===== config.mk =====
export PLATFORM = sky130hd
export DESIGN_NAME = psum_accumulator
export DESIGN_NICKNAME = d
export VERILOG_FILES = /design/src/rtl/psum_acc_pkg.sv /design/src/rtl/psum_resolve.sv /design/src/rtl/psum_accumulator.sv
export SDC_FILE = /design/constraint.sdc
export NUM_CORES = 1
export LEC_CHECK = 0
export CAP_MARGIN = 20
export CORE_ASPECT_RATIO = 2
export CORE_MARGIN = 5
export CORE_UTILIZATION = 55
export CTS_CLUSTER_SIZE = 20
export DETAILED_ROUTE_END_ITERATION = 6
export PLACE_DENSITY = 0.81
export SETUP_SLACK_MARGIN = 0.1
export SYNTH_ARGS = -nofsm -noshare
export SYNTH_HDL_FRONTEND = slang
export SYNTH_SLANG_ARGS = --single-unit

===== constraint.sdc =====
create_clock -name clk_i -period 7.42 [get_ports clk_i]
set_input_delay 1.113 -clock clk_i [delete_from_list [all_inputs] [get_ports clk_i]]
set_output_delay 1.113 -clock clk_i [all_outputs]
set_load 0.1 [all_outputs]

===== src/rtl/psum_acc_pkg.sv =====
// psum_acc_pkg: shared types and helpers for the partial-sum accumulator.
//   state_t   - stage-2 FSM states
//   psum_size - width of one upstream partial sum
//   sat_add   - saturating signed add at a run-time-constant width,
//               returned as {sum, ovf}
package psum_acc_pkg;

  typedef enum logic [1:0] {
    IDLE,
    ACCUM,
    HOLD
  } state_t;

  // Internal width used by sat_add. Callers sign-extend operands to WIDE bits,
  // so any accumulator width up to WIDE-1 can share one helper.
  localparam int WIDE = 64;

  function automatic int psum_size(input int in0, input int in1);
    return in0 + in1 + 8;
  endfunction

  // Adds a and b, saturating to the signed range of 'width' bits.
  // Result layout: [WIDE:1] = sum (sign-extended), [0] = overflow.
  function automatic logic [WIDE:0] sat_add(input logic signed [WIDE-1:0] a,
                                            input logic signed [WIDE-1:0] b,
                                            input int width);
    logic signed [WIDE:0]   full;
    logic signed [WIDE:0]   maxv;
    logic signed [WIDE:0]   minv;
    logic signed [WIDE-1:0] sum;
    logic                   ovf;
    full = (WIDE+1)'(a) + (WIDE+1)'(b);
    maxv = ({{WIDE{1'b0}}, 1'b1} << (width - 1)) - 1'b1;
    minv = ~maxv;
    ovf  = 1'b1;
    if (full > maxv) begin
      sum = maxv[WIDE-1:0];
    end else if (full < minv) begin
      sum = minv[WIDE-1:0];
    end else begin
      sum = full[WIDE-1:0];
      ovf = 1'b0;
    end
    return {sum, ovf};
  endfunction

endpackage


===== src/rtl/psum_resolve.sv =====
// psum_resolve: stage-1 register slice. Resolves the redundant partial-sum
// pair into one signed value and tags it with "last beat of this result".
//   clk_i, rst_ni   - clock, async active-low reset
//   psum_i          - signed partial-sum pair from the dot-product core
//   psum_valid_i    - pair valid
//   psum_ready_o    - pair accepted when valid && ready
//   len_i           - beats per result, sampled on the first beat
//   s1_consume_i    - stage 2 takes the registered beat this cycle
//   s1_sum_o        - registered resolved sum (PSUM_SIZE+1 bits)
//   s1_valid_o      - registered beat present
//   s1_last_o       - registered beat closes its result
//   busy_o          - a result is in progress
module psum_resolve
  import psum_acc_pkg::*;
#(
  parameter int PSUM_SIZE = 20,
  parameter int LEN_WIDTH = 8
) (
  input  logic                        clk_i,
  input  logic                        rst_ni,
  input  logic [1:0][PSUM_SIZE-1:0]   psum_i,
  input  logic                        psum_valid_i,
  output logic                        psum_ready_o,
  input  logic [LEN_WIDTH-1:0]        len_i,
  input  logic                        s1_consume_i,
  output logic signed [PSUM_SIZE:0]   s1_sum_o,
  output logic                        s1_valid_o,
  output logic                        s1_last_o,
  output logic                        busy_o
);

  logic [LEN_WIDTH-1:0] beat_cnt;
  logic [LEN_WIDTH-1:0] remaining;
  logic                 accept;

  // Ready depends only on registered state and the downstream consume,
  // never on psum_valid_i.
  assign psum_ready_o = !s1_valid_o || s1_consume_i;
  assign accept       = psum_valid_i && psum_ready_o;
  assign busy_o       = (beat_cnt != '0) || s1_valid_o;

  // Beats still to come after the one being accepted; len_i=0 acts as 1.
  always_comb begin
    remaining = '0;
    if (beat_cnt == '0) begin
      if (len_i != '0) remaining = len_i - 1'b1;
    end else begin
      remaining = beat_cnt - 1'b1;
    end
  end

  always_ff @(posedge clk_i or negedge rst_ni) begin
    if (!rst_ni) begin
      beat_cnt   <= '0;
      s1_sum_o   <= '0;
      s1_valid_o <= 1'b0;
      s1_last_o  <= 1'b0;
    end else if (accept) begin
      beat_cnt   <= remaining;
      s1_sum_o   <= (PSUM_SIZE+1)'(signed'(psum_i[0]))
                  + (PSUM_SIZE+1)'(signed'(psum_i[1]));
      s1_valid_o <= 1'b1;
      s1_last_o  <= (remaining == '0);
    end else if (s1_consume_i) begin
      s1_valid_o <= 1'b0;
    end
  end

endmodule


===== src/rtl/psum_accumulator.sv =====
// psum_accumulator: resolves partial-sum pairs from the dot-product core and
// accumulates len_i beats into one saturating signed result.
//   clk_i, rst_ni  - clock, async active-low reset
//   psum_i         - signed partial-sum pair (packed [1:0][PSUM_SIZE-1:0])
//   psum_valid_i   - pair valid
//   psum_ready_o   - pair accepted when valid && ready
//   len_i          - beats per result, sampled on the first beat
//   acc_o          - signed accumulated result
//   acc_valid_o    - result valid
//   acc_ready_i    - result consumed when valid && ready
//   acc_sat_o      - result saturated (qualified by acc_valid_o)
//   busy_o         - a result is in progress
module psum_accumulator
  import psum_acc_pkg::*;
#(
  parameter int IN_SIZE_0 = 4,
  parameter int IN_SIZE_1 = 8,
  parameter int ACC_SIZE  = 32,
  parameter int LEN_WIDTH = 8,
  localparam int PSUM_SIZE = psum_size(IN_SIZE_0, IN_SIZE_1)
) (
  input  logic                        clk_i,
  input  logic                        rst_ni,
  input  logic [1:0][PSUM_SIZE-1:0]   psum_i,
  input  logic                        psum_valid_i,
  output logic                        psum_ready_o,
  input  logic [LEN_WIDTH-1:0]        len_i,
  output logic [ACC_SIZE-1:0]         acc_o,
  output logic                        acc_valid_o,
  input  logic                        acc_ready_i,
  output logic                        acc_sat_o,
  output logic                        busy_o
);

  state_t                      state;
  logic signed [ACC_SIZE-1:0]  acc_q;
  logic                        sat_q;
  logic                        acc_valid_q;

  logic signed [PSUM_SIZE:0]   s1_sum;
  logic                        s1_valid;
  logic                        s1_last;
  logic                        s1_consume;

  logic [WIDE:0]               sa;
  logic signed [ACC_SIZE-1:0]  acc_next;
  logic                        acc_ovf;
  logic                        unused_sa_hi;

  assign s1_consume = s1_valid && (state != HOLD || acc_ready_i);

  psum_resolve #(
    .PSUM_SIZE (PSUM_SIZE),
    .LEN_WIDTH (LEN_WIDTH)
  ) u_resolve (
    .clk_i        (clk_i),
    .rst_ni       (rst_ni),
    .psum_i       (psum_i),
    .psum_valid_i (psum_valid_i),
    .psum_ready_o (psum_ready_o),
    .len_i        (len_i),
    .s1_consume_i (s1_consume),
    .s1_sum_o     (s1_sum),
    .s1_valid_o   (s1_valid),
    .s1_last_o    (s1_last),
    .busy_o       (busy_o)
  );

  always_comb begin
    sa = sat_add(WIDE'(acc_q), WIDE'(s1_sum), ACC_SIZE);
  end
  assign acc_next     = signed'(sa[ACC_SIZE:1]);
  assign acc_ovf      = sa[0];
  assign unused_sa_hi = ^sa[WIDE:ACC_SIZE+1];

  // The first beat of a result is loaded in IDLE, or straight out of HOLD
  // on the output handshake so back-to-back results need no bubble.
  always_ff @(posedge clk_i or negedge rst_ni) begin
    if (!rst_ni) begin
      state       <= IDLE;
      acc_q       <= '0;
      sat_q       <= 1'b0;
      acc_valid_q <= 1'b0;
    end else begin
      case (state)
        IDLE: begin
          if (s1_valid) begin
            acc_q       <= ACC_SIZE'(s1_sum);
            sat_q       <= 1'b0;
            state       <= s1_last ? HOLD : ACCUM;
            acc_valid_q <= s1_last;
          end
        end
        ACCUM: begin
          if (s1_valid) begin
            // Once saturated the value is frozen; beats are still counted.
            if (!sat_q) acc_q <= acc_next;
            sat_q       <= sat_q | acc_ovf;
            state       <= s1_last ? HOLD : ACCUM;
            acc_valid_q <= s1_last;
          end
        end
        HOLD: begin
          if (acc_ready_i) begin
            if (s1_valid) begin
              acc_q       <= ACC_SIZE'(s1_sum);
              sat_q       <= 1'b0;
              state       <= s1_last ? HOLD : ACCUM;
              acc_valid_q <= s1_last;
            end else begin
              state       <= IDLE;
              acc_valid_q <= 1'b0;
            end
          end
        end
        default: begin
          state       <= IDLE;
          acc_valid_q <= 1'b0;
        end
      endcase
    end
  end

  assign acc_o       = acc_q;
  assign acc_sat_o   = sat_q;
  assign acc_valid_o = acc_valid_q;

endmodule


==> summary.txt <==
Die
  – Core ar.: 0.0101 mm2
  – Initial Util: 56.4%
  – Die area: 0.0127 mm2
  – Io pins: 88
  – Core Rows: 52
  – Horiz. Die Dim: 82.1 um
  – Die span in y: 154 um

Finish
  – Ant. Diodes: 0
  – Most frequent cells in the layout: clkdlybuf4s50_1 (86), a21oi_1 (80), dfrtp_1 (66)
  – Area Growth Syn to Fin: 22.1%
  – Fin nets: 866
  – Design Area, Final: 0.00699 mm2
  – Most common cell after layout, fill and taps aside: clkdlybuf4s50_1
  – Ratio of cells with drive above 1 in the final layout: 6.43%
  – Fin cells: 897

Clock tree
  – Clock sink count: 66
  – Post-CTS sizing: 0
  – H-tree depth: 3
  – Clk buf depth: 2
  – Setup Buffers After CTS: 0
  – Worst-Skew Late Latency: 340 ps
  – Reg clk slew, reported paths: 50 ps
  – CTS tree: built
  – Post-CTS Hold Fix Bufs: 0
  – Root Driver: clkbuf_16
  – Cts bufs inserted: 9

Synth
  – Leading area contributor after synthesis: dfrtp_1
  – Post-synthesis area per instance: 8.38 um2
  – Post-synthesis register bit count: 66
  – Area contributors post-synth: dfrtp_1 (29%), ha_1 (12%), a21oi_1 (7.0%), o21ai_0 (5.2%), xnor2_1 (4.9%)
  – Post-synthesis sequential area ratio: 28.8%
  – Synth Net Count: 792
  – Yosys synthesis warning count: 0
  – Mapped Cells: 683
  – Top_reg_cell synth: dfrtp_1
  – Synth cell types: 65
  – Fraction of registers with async set/reset: 100%
  – Number of flops mapped to enable cells by yosys: 0
  – Post-synth top area share: 28.8%
  – Synthesized area: 0.00573 mm2

Detailed routing
  – Routed Wire Length: 16.1 mm
  – Routed vias/inst: 6.16
  – DRT Pass-1 Iters: 5
  – DRC: 0
  – Initial drt markers: 287
  – WL/cell: 18.0 um
  – Via count: 5525
  – Detail Route Antenna Nets: 0

Critical path
  – Nature of the critical path endpoint: output pin
  – Worst setup SP type: flop
  – Critical Path Fanout Max: 11
  – FF-to-FF setup slack: 3640 ps
  – CP startpoint: u_resolve.beat_cnt[2]
  – Arr. time, crit path: 3050 ps
  – WS Path Type: reg -> out
  – RR Startpoint: u_resolve.s1_sum_o[20]
  – Worst path required time: 6310 ps

Timing
  – Fmax: 240 MHz
  – Slew HR: 33.5%
  – Setup TNS: 0 ps
  – Final Max Slew Viols: 0
  – Final setup violating endpoints: 0
  – Post-route setup slack: 3250 ps
  – Min Tclk post-route: 4170 ps
  – Max Clock Skew: 5.74 ps
  – Measured slew at the worst slew-check pin: 994 ps
  – Final hold vios: 0
  – Period utilization: 56.1%
  – Unrepaired setup endpoints after global routing: false

Job
  – Max Cap Viol: 0

Global routing
  – Largest net degree at the start of global routing: 67
  – Initial antenna violation count: 0
  – Vias in the first global route: 5643
  – First-pass GRT wire length: 26.1 mm
  – GR Util All Layers: 26.5%
  – Grt total ovfl: 0

Min path
  – HP Class: reg -> reg
  – Beginning of the worst hold path: u_resolve.s1_sum_o[5]

Run status
  – Status: finished clean

Placement
  – Gpl congestion: 0.920
  – DP Area: 0.00666 mm2
  – Number of cells after detailed placement: 881
  – # port buffers: 87
  – DP HPWL: 12.7 mm
  – Pre-CTS setup slack: 3180 ps

Power
  – PwrDens: 510 mW/mm2
  – Peak VDD IR: 0.296 mV
  – Leakage: 0.00299 uW
[layer usage]
layer  up-vias  GRT usage, %  routed length [um]
met4         0          14.2                 723
li1       2656             -                   -
met3        54          4.54                 610
met2       164          51.4                9340
met1      2651          24.5                5470
met5         -             0                   0
[registers in the layout (all words and copies together) (netlist names)]
signal and flops:
acc_o 32, acc_sat_o 1, state 2, u_resolve.beat_cnt 8, u_resolve.s1_last_o 1, u_resolve.s1_sum_o 21, u_resolve.s1_valid_o 1
[report_power, final]
group          leakage, uW  total (uW)  internal (uW)  switching (uW)
clock             0.000160         490            328             162
combinational      0.00206        2440            808            1630
sequential        0.000776         638            499             139
total              0.00299        3560           1630            1930
[path summary, 6_finish.rpt]
kind / endpoint / cells after the start
worst max-delay path: busy_o / 5
worst min-delay path: u_resolve.s1_sum_o[5] / 2
worst max register to register: acc_o[2] / 9
worst min register to register: u_resolve.s1_sum_o[5] / 2
max in group asynchronous: u_resolve.beat_cnt[1] / 2
min in group asynchronous: acc_o[29] / 2
[cells in the mapped netlist (3+ instances only)]
library cell  instances
nand4_1               9
mux2_2                7
inv_1                25
o21ai_0              60
o211ai_1             13
a211oi_1              5
ha_1                 55
nor3_1                8
a41oi_1               3
xor2_1               22
and3_1               13
a21o_1               14
a31oi_1              12
xnor2_1              32
nand2b_1              8
o22ai_1               9
o31ai_1               5
nand3b_1              3
a211o_1               4
and2_1                5
o21a_1                6
nand2_1              64
dfrtp_1              66
nor2b_1               7
buf_2                 5
a21oi_1              80
or2_2                 6
nor2_1               39
o211ai_2              6
nand3_1              13
or3_1                14
clkbuf_1             20
[layout make-up]
| class | instances | area (um2) |
|---|---|---|
| timing repair buffer | 92 | 903 |
| clock inverter | 5 | 103 |
| fill | 874 | 3160 |
| sequential | 66 | 1650 |
| inverter | 25 | 93.8 |
| tap | 135 | 169 |
| multi-input combinational | 563 | 3840 |
| clock buffer | 11 | 233 |
[stage by stage]
stage               hold WS [ps]  total power, uW  utilization, %
global route                 539             3780            68.9
floorplan                    467             2510               -
finish                       511             3560            68.9
detailed placement           503             3050            65.6
global placement             487             3010            65.6
CTS                          515             3550            68.9
[cells by family after synthesis]
| group | count (synthesis) | share of synthesized area [%] |
|---|---|---|
| flops | 66 | 28.8 |
| mux | 8 | 1.55 |
| fa+ha+maj | 57 | 12.7 |
| compound gates | 244 | 26.9 |
| xor+xnor | 54 | 8.26 |
| buf+inv | 54 | 4.17 |
| simple gates | 200 | 17.5 |
[worst max-delay path, cell delays in order (launching register included)]
cell	delay, ps
dfrtp_1	460
or4_1	620
nor4b_1	350
buf_4	250
nand2_1	70
clkdlybuf4s50_1	960
No activity file was read; power rests on OpenSTA's default activity.
